[config.mk]
export PLATFORM = sky130hd
export DESIGN_NAME = vga_sync_generator
export DESIGN_NICKNAME = d
export VERILOG_FILES = /design/src/rtl/vga_sync_generator.sv
export SDC_FILE = /design/constraint.sdc
export NUM_CORES = 1
export LEC_CHECK = 0
export ABC_AREA = 1
export CORE_MARGIN = 2
export CORE_UTILIZATION = 49
export CTS_CLUSTER_SIZE = 25
export DETAILED_ROUTE_END_ITERATION = 6
export PLACE_DENSITY_LB_ADDON = 0.2
export SYNTH_ARGS = -nofsm -noshare
export SYNTH_HDL_FRONTEND = slang
export SYNTH_SLANG_ARGS = --single-unit
export TNS_END_PERCENT = 100
[constraint.sdc]
create_clock -name clock_in -period 2.2 [get_ports clock_in]
set_input_delay 0.55 -clock clock_in [delete_from_list [all_inputs] [get_ports clock_in]]
set_output_delay 0.55 -clock clock_in [all_outputs]
set_load 0.01 [all_outputs]
[src/rtl/vga_sync_generator.sv]
// vga_sync_generator: pixel-tick divider, raster counters, registered sync/display/frame strobes
module vga_sync_generator #(
  parameter int CLK_DIV          = 5,
  parameter int H_ACTIVE         = 640,
  parameter int H_SYNC_START     = 656,
  parameter int H_SYNC_END       = 751,
  parameter int H_TOTAL          = 800,
  parameter int V_ACTIVE         = 480,
  parameter int V_SYNC_START     = 490,
  parameter int V_SYNC_END       = 491,
  parameter int V_TOTAL          = 525,
  parameter int SYNC_ACTIVE_HIGH = 1
) (
  input  logic       clock_in,
  input  logic       reset_in,
  output logic [9:0] hpos_out,
  output logic [9:0] vpos_out,
  output logic       hsync_out,
  output logic       vsync_out,
  output logic       display_on_out,
  output logic       pixel_tick_out,
  output logic       vsync_start_out,
  output logic [7:0] frame_count_out
);
  localparam logic [9:0] L_DIV_MAX  = 10'(CLK_DIV - 1);
  localparam logic [9:0] L_H_MAX    = 10'(H_TOTAL - 1);
  localparam logic [9:0] L_V_MAX    = 10'(V_TOTAL - 1);
  localparam logic [9:0] L_H_ACT    = 10'(H_ACTIVE);
  localparam logic [9:0] L_V_ACT    = 10'(V_ACTIVE);
  localparam logic [9:0] L_HS_START = 10'(H_SYNC_START);
  localparam logic [9:0] L_HS_END   = 10'(H_SYNC_END);
  localparam logic [9:0] L_VS_START = 10'(V_SYNC_START);
  localparam logic [9:0] L_VS_END   = 10'(V_SYNC_END);
  localparam logic       L_ON       = SYNC_ACTIVE_HIGH != 0;
  logic [9:0] r_div;
  logic [9:0] w_div_nxt;
  logic [9:0] w_h_nxt;
  logic [9:0] w_v_nxt;
  logic [7:0] w_frame_nxt;
  logic       w_line_end;
  logic       w_frame_end;
  // next divider/counter values; sync and display are derived from these so they track hpos/vpos
  always_comb begin
    w_div_nxt   = (r_div == L_DIV_MAX) ? '0 : r_div + 10'd1;
    w_line_end  = pixel_tick_out && (hpos_out == L_H_MAX);
    w_frame_end = w_line_end && (vpos_out == L_V_MAX);
    w_h_nxt     = !pixel_tick_out ? hpos_out : w_line_end ? '0 : hpos_out + 10'd1;
    w_v_nxt     = !w_line_end ? vpos_out : w_frame_end ? '0 : vpos_out + 10'd1;
    w_frame_nxt = frame_count_out + 8'(w_frame_end);
  end
  // register every output; vsync_start fires only on the tick edge that enters (0, V_SYNC_START)
  always_ff @(posedge clock_in or posedge reset_in) begin
    if (reset_in) begin
      r_div           <= '0;
      hpos_out        <= '0;
      vpos_out        <= '0;
      frame_count_out <= '0;
      pixel_tick_out  <= 1'b0;
      vsync_start_out <= 1'b0;
      hsync_out       <= ~L_ON;
      vsync_out       <= ~L_ON;
      display_on_out  <= 1'b1;
    end else begin
      r_div           <= w_div_nxt;
      pixel_tick_out  <= w_div_nxt == L_DIV_MAX;
      hpos_out        <= w_h_nxt;
      vpos_out        <= w_v_nxt;
      frame_count_out <= w_frame_nxt;
      vsync_start_out <= pixel_tick_out && (w_h_nxt == '0) && (w_v_nxt == L_VS_START);
      hsync_out       <= (w_h_nxt >= L_HS_START && w_h_nxt <= L_HS_END) ? L_ON : ~L_ON;
      vsync_out       <= (w_v_nxt >= L_VS_START && w_v_nxt <= L_VS_END) ? L_ON : ~L_ON;
      display_on_out  <= (w_h_nxt < L_H_ACT) && (w_v_nxt < L_V_ACT);
    end
  end
endmodule

# Yosys cells after proc, flatten, opt, wreduce, memory -nomap -nowiden
# Index checks and enable logic that the tools add are counted.
# Widths: inputs -> output; s select.
# classes
n_eq_ne,5
n_mux,7
reduce_logical,8
order_cmp,6
addsub,4
# op_table
op,count
$mux 10,5
$add 10x1->10 const B,3
$eq 10x10->1 const B,2
$eq 10x3->1 const B,2
$eq 10x9->1 const B,1
$ge 10x10->1 const B,1
$ge 10x9->1 const B,1
$le 10x10->1 const B,1
$le 10x9->1 const B,1
$logic_not 10->1,1
$lt 10x10->1 const B,1
$lt 10x9->1 const B,1
$add 8x1->8,1
$logic_and 1x1->1,7
$mux 1,2
# word_totals
ff_bits,43
inputBits,2

# Depth between registers and ports, before layout
# Gate-level depths: netlist of run 1.
# logic_depth
word_depth,8
ltp_mapped,13
mapped_depth_nobuf,13

# Worst setup path after synthesis of run 1
# Ideal clock, no wire load.
# synth_path
path_kind,register to register
startpoint,register hpos_out[0]
endpoint,register frame_count_out[6]
slack_ps,59
stages_incl_launch_ff,13
setup_ps,79
t_arrival_ps,2062
n_path_buf,0
t_required_ps,2121
cell_sequence,dfrtp_1 -> ha_1 -> nand2_2 -> nor2_8 -> inv_2 -> nor2_4 -> nand2_1 -> inv_1 -> ha_1 -> ha_1 -> nand3_1 -> nor3_1 -> xor2_1
# synth_between
elab_chain_cells,4
# synth_rtl
item,line_no,text
start: declaration,16,"output logic [9:0] hpos_out,"
start signal: assignment,66,hpos_out <= w_h_nxt;
$eq 10x10->1,45,w_line_end = pixel_tick_out && (hpos_out == L_H_MAX);
$logic_and 1x1->1,45,
$logic_and 1x1->1,46,w_frame_end = w_line_end && (vpos_out == L_V_MAX);
$add 8x1->8,49,w_frame_nxt = frame_count_out + 8'(w_frame_end);
net w_frame_nxt[6],39,logic [7:0] w_frame_nxt;
end signal: assignment,68,frame_count_out <= w_frame_nxt;
end: declaration,23,output logic [7:0] frame_count_out
# The timed path passes the listed nets, and every way through them passes these cells.

# Worst setup path after layout of run 1
# layout_path
startpoint,register hpos_out[0]
endpoint,register vsync_start_out
# layout_between
elab_chain_cells,7
word_cells_on_any_way,12
cone_classes,add/sub: 1; eq/ne: 2; mux: 4; reduce/logical: 5
# layout_rtl
item,line_no,text
$eq 10x10->1 (*),45,
$logic_and 1x1->1 (*),45,
$logic_and 1x1->1,46,
$mux 10,48,w_v_nxt = !w_line_end ? vpos_out : w_frame_end ? '0 : vpos_out + 10'd1;
$mux 10 (*),48,
net w_v_nxt[5],38,logic [9:0] w_v_nxt;
$eq 10x9->1 (*),69,vsync_start_out <= pixel_tick_out && (w_h_nxt == '0) && (w_v_nxt == L_VS_START);
$logic_and 1x1->1 (*),69,
end signal: assignment,69,
end: declaration,22,"output logic vsync_start_out,"
# Mark *: on every way through the listed nets, which the timed path passes. The rest lies on a longest branch.

==> results of run 1 <==
## synthesized netlist by cell type
cell,n,area (um^2)
clkbuf_1,1,3.75
o21bai_1,1,7.51
nor2_4,2,22.5
nor3_2,1,10.0
nand3_4,1,17.5
inv_2,2,7.51
nand4_1,11,68.8
nor2_2,3,18.8
dfstp_2,1,26.3
nor2_8,1,20.0
nor2_1,38,143
o21ai_0,8,40.0
nor3_1,7,35.0
nand2_1,73,274
dfrtp_1,42,1050
nand2_2,3,18.8
ha_1,7,87.6
a21oi_1,2,10.0
or2_2,1,6.26
xnor2_1,2,17.5
xor2_1,13,114
nand3_1,34,170
nand3_2,3,30.0
buf_6,1,11.3
inv_1,69,259
## kinds of logic (layout without fill, tap and decap cells)
logic type / count (synthesis) / in the layout / share of synthesized area, %
AND/OR/NAND/NOR: 178 / 178 / 33.8
flip-flops: 43 / 43 / 43.6
adder cells (fa/ha/maj): 7 / 7 / 3.55
buffers and inverters: 73 / 121 / 11.4
AO/OA/AOI/OAI: 11 / 11 / 2.33
XOR/XNOR: 15 / 15 / 5.32
## worst max path at each step
stage	startpoint	end	slack, ns	cells after the start
final	hpos_out[0]	vsync_start_out	0.15	12
after global routing	vpos_out[1]	frame_count_out[6]	-0.02	13
after CTS	hpos_out[0]	frame_count_out[6]	0.04	12
after detailed placement	hpos_out[0]	frame_count_out[6]	0.05	12
after global placement	hpos_out[0]	frame_count_out[6]	0.17	12
after floorplan	hpos_out[0]	frame_count_out[6]	0.06	12
## layer usage
metal | vias to the layer above | wire, um
met3 | 7 | 215
met4 | 0 | 67
met5 | - | 0
li1 | 1095 | -
met2 | 40 | 2720
met1 | 985 | 2450
## cells in the final DEF (no fill, tap or decap)
| cell | Yosys | final |
|---|---|---|
| xor2_1 | 13 | 13 |
| o21bai_1 | 1 | 1 |
| nand2_1 | 73 | 72 |
| inv_2 | 2 | 3 |
| xnor2_1 | 2 | 2 |
| nand3_2 | 3 | 5 |
| or2_2 | 1 | 1 |
| nand3_4 | 1 | 1 |
| nand2_2 | 3 | 4 |
| o21ai_0 | 8 | 8 |
| clkinv_2 | 0 | 1 |
| nor3_2 | 1 | 2 |
| bufinv_16 | 0 | 1 |
| buf_12 | 0 | 1 |
| buf_4 | 0 | 7 |
| clkbuf_8 | 0 | 6 |
| inv_1 | 69 | 68 |
| nor2_4 | 2 | 3 |
| dfstp_2 | 1 | 1 |
| nand4_1 | 11 | 11 |
| clkdlybuf4s50_1 | 0 | 34 |
| nand3_1 | 34 | 32 |
| ha_1 | 7 | 5 |
| nor3_1 | 7 | 6 |
| a21oi_1 | 2 | 2 |
| dfrtp_1 | 42 | 42 |
| ha_2 | 0 | 2 |
| nor2_8 | 1 | 1 |
| nor2_1 | 38 | 37 |
| nor2_2 | 3 | 3 |
## worst register-to-register path: stages (launching register included)
cell     delay (ns)
dfrtp_1        0.37
ha_2           0.21
nand2_2        0.09
nor2_8         0.10
buf_4          0.16
nand3_4        0.21
nor2_4         0.16
nand2_1        0.06
nand2_1        0.14
nand3_1        0.14
nor2_1         0.16
nand3_1        0.09
nor2_1         0.10
## per-stage QoR
| stage | utilization (%) | setup slack [ns] | TNS [ns] |
|---|---|---|---|
| 2_1_floorplan | - | 0.0589 | 0 |
| 3_3_place_gp | 61.5 | 0.167 | 0 |
| 3_5_place_dp | 61.5 | 0.0493 | 0 |
| 4_1_cts | 64.0 | 0.0402 | 0 |
| 5_1_grt | 64.8 | -0.0216 | -0.0421 |
| 6_report | 64.8 | 0.146 | 0 |
## where the power goes
group	switching [uW]	leakage (uW)	total, uW	internal [uW]
logic	15.6	0.000975	21.0	5.37
clock network	268	0.0000612	636	367
registers	0	0.000579	790	790
total	284	0.00161	1450	1160
## sequential cells by signal, summed over array words and instances, names as in the netlist
register and count:
vsync_out 1, hpos_out 10, r_div 10, frame_count_out 8
vpos_out 10, hsync_out 1, vsync_start_out 1, pixel_tick_out 1
display_on_out 1
## cell type report
cell class              count  area [um^2]  area share (%)
clock buffers               6         82.6            2.66
clock inverters             2         35.0            1.13
multi-input cells         211         1140            36.8
well taps                  67         83.8            2.70
repair buffers             42          413            13.3
inverters                  71          267            8.60
flip-flops and latches     43         1080            34.8
## what timing repair did
item                                   CTS  global route
buffers inserted                         0             1
resized for setup                        0             9
endpoints found under the hold margin    0             0
setup endpoints to repair                0             5
==> results.sh, run 1 <==
export IMPL_grt_busiest_layer="met2"
export IMPL_crit_type="reg -> reg"
export IMPL_yosysSeqAreaShare_pct=43.6
export IMPL_fin_skew_ns=0.0158
export IMPL_cts_tree="yes"
export IMPL_fin_cells=442
export IMPL_worst_slew_pin_slew_ns=0.342
export IMPL_fin_crit_sh_pct=93.4
export IMPL_grtUsageTotal_pct=21.2
export IMPL_p_leak_uw=0.00161
export IMPL_synthToLayoutAreaGrowth_pct=25.5
export IMPL_viasPerCell=4.81
export IMPL_post_dp_hpwl_um=4200
export IMPL_timing_fmax_mhz=487
export IMPL_end_kind="flip-flop"
export IMPL_whs_ns=0.471
export IMPL_hold_depth=1
export IMPL_cpPeakStageDelay_ns=0.37
export IMPL_r2r_slack_ns=0.15
export IMPL_cts_max_level=2
export IMPL_design_core_area_mm2=0.00479
export IMPL_maxCapViolations=0
export IMPL_die_w_um=75.0
export IMPL_holdPathEnd="frame_count_out[7]"
export IMPL_clockRootBuffer="clkbuf_8"
export IMPL_drc=0
export IMPL_cp_start_kind="flip-flop"
export IMPL_min_from="frame_count_out[7]"
export IMPL_avgSynthCellArea_um2=7.55
export IMPL_min_path_type="reg -> reg"
export IMPL_first_global_vias=1985
export IMPL_grt_max_degree=44
export IMPL_drive_gt1_share_pct=11.2
export IMPL_numPortBuffers=34
export IMPL_die_area_mm2=0.00562
export IMPL_place_congestion=0.928
export IMPL_place_inst=433
export IMPL_cts_buffers=5
export IMPL_fp_dieH_um=75.0
export IMPL_grt_overflow_total=0
export IMPL_crit_family="simple AND/OR/NAND/NOR gates"
export IMPL_power_uw=1450
export IMPL_syn_nets=336
export IMPL_path_buf_inv=1
export IMPL_nets=383
export IMPL_start_util_pct=51.6
export IMPL_power_density_mw_per_mm2=467
export IMPL_ioPinCount=35
export IMPL_route_vias_total=2127
export IMPL_drv_slew=0
export IMPL_grt_antenna_before_repair=0
export IMPL_ant_nets=0
export IMPL_wire_per_inst_um=12.3
export IMPL_final_area_mm2=0.00310
export IMPL_cp_required_ns=2.44
export IMPL_critPathSlowestCell="dfrtp_1"
export IMPL_met2_usage_pct=34.2
export IMPL_clk_latency_ns=0.30
export IMPL_place_area_mm2=0.00294
export IMPL_clock_path_buffers=2
export IMPL_ir_drop_mv=0.461
export IMPL_status="complete, no violations"
export IMPL_ys_warn_count=0
export IMPL_syn_area_mm2=0.00247
export IMPL_synth_cell_type_count=25
export IMPL_reg2reg_from="hpos_out[0]"
export IMPL_drt_iter0_drc=157
export IMPL_finalHoldViolations=0
export IMPL_gr_usage_met1_pct=28.9
export IMPL_met3_usage_pct=4.42
export IMPL_max_slew_margin_pct=77.0
export IMPL_grt_pass1_wl_um=8860
export IMPL_path_max_fanout=12
export IMPL_synthCells=327
export IMPL_rr_worst_depth=12
export IMPL_arrival_ns=2.29
export IMPL_fin_crit_ns=2.05
export IMPL_ys_ff_latch=43
export IMPL_cts_hold_buf=0
export IMPL_worstPathCellList="ha_2 > nand2_2 > nor2_8 > buf_4 > nand3_4 > nor2_4 > nand2_1 > nand2_1 > nand3_1 > nor2_1 > nand3_1 > nor2_1"
export IMPL_cts_reportedPaths_clkPinSlew_ns=0.09
export IMPL_dr_pass1_iters=4
export IMPL_diodes=0
export IMPL_rr_endpoint="vsync_start_out"
export IMPL_row_count=25
export IMPL_cts_sinks=43
export IMPL_setup_viol=0
export IMPL_wl_um=5450
export IMPL_nFillCells=422
Note: power is estimated with default switching activity, not from simulation.
==> inputs of run 2 (changes only) <==
Settings changed: CTS_CLUSTER_SIZE 25 to 40.
==> results of run 2 <==
The final DEF is identical to that of run 1; final timing and power are the same.
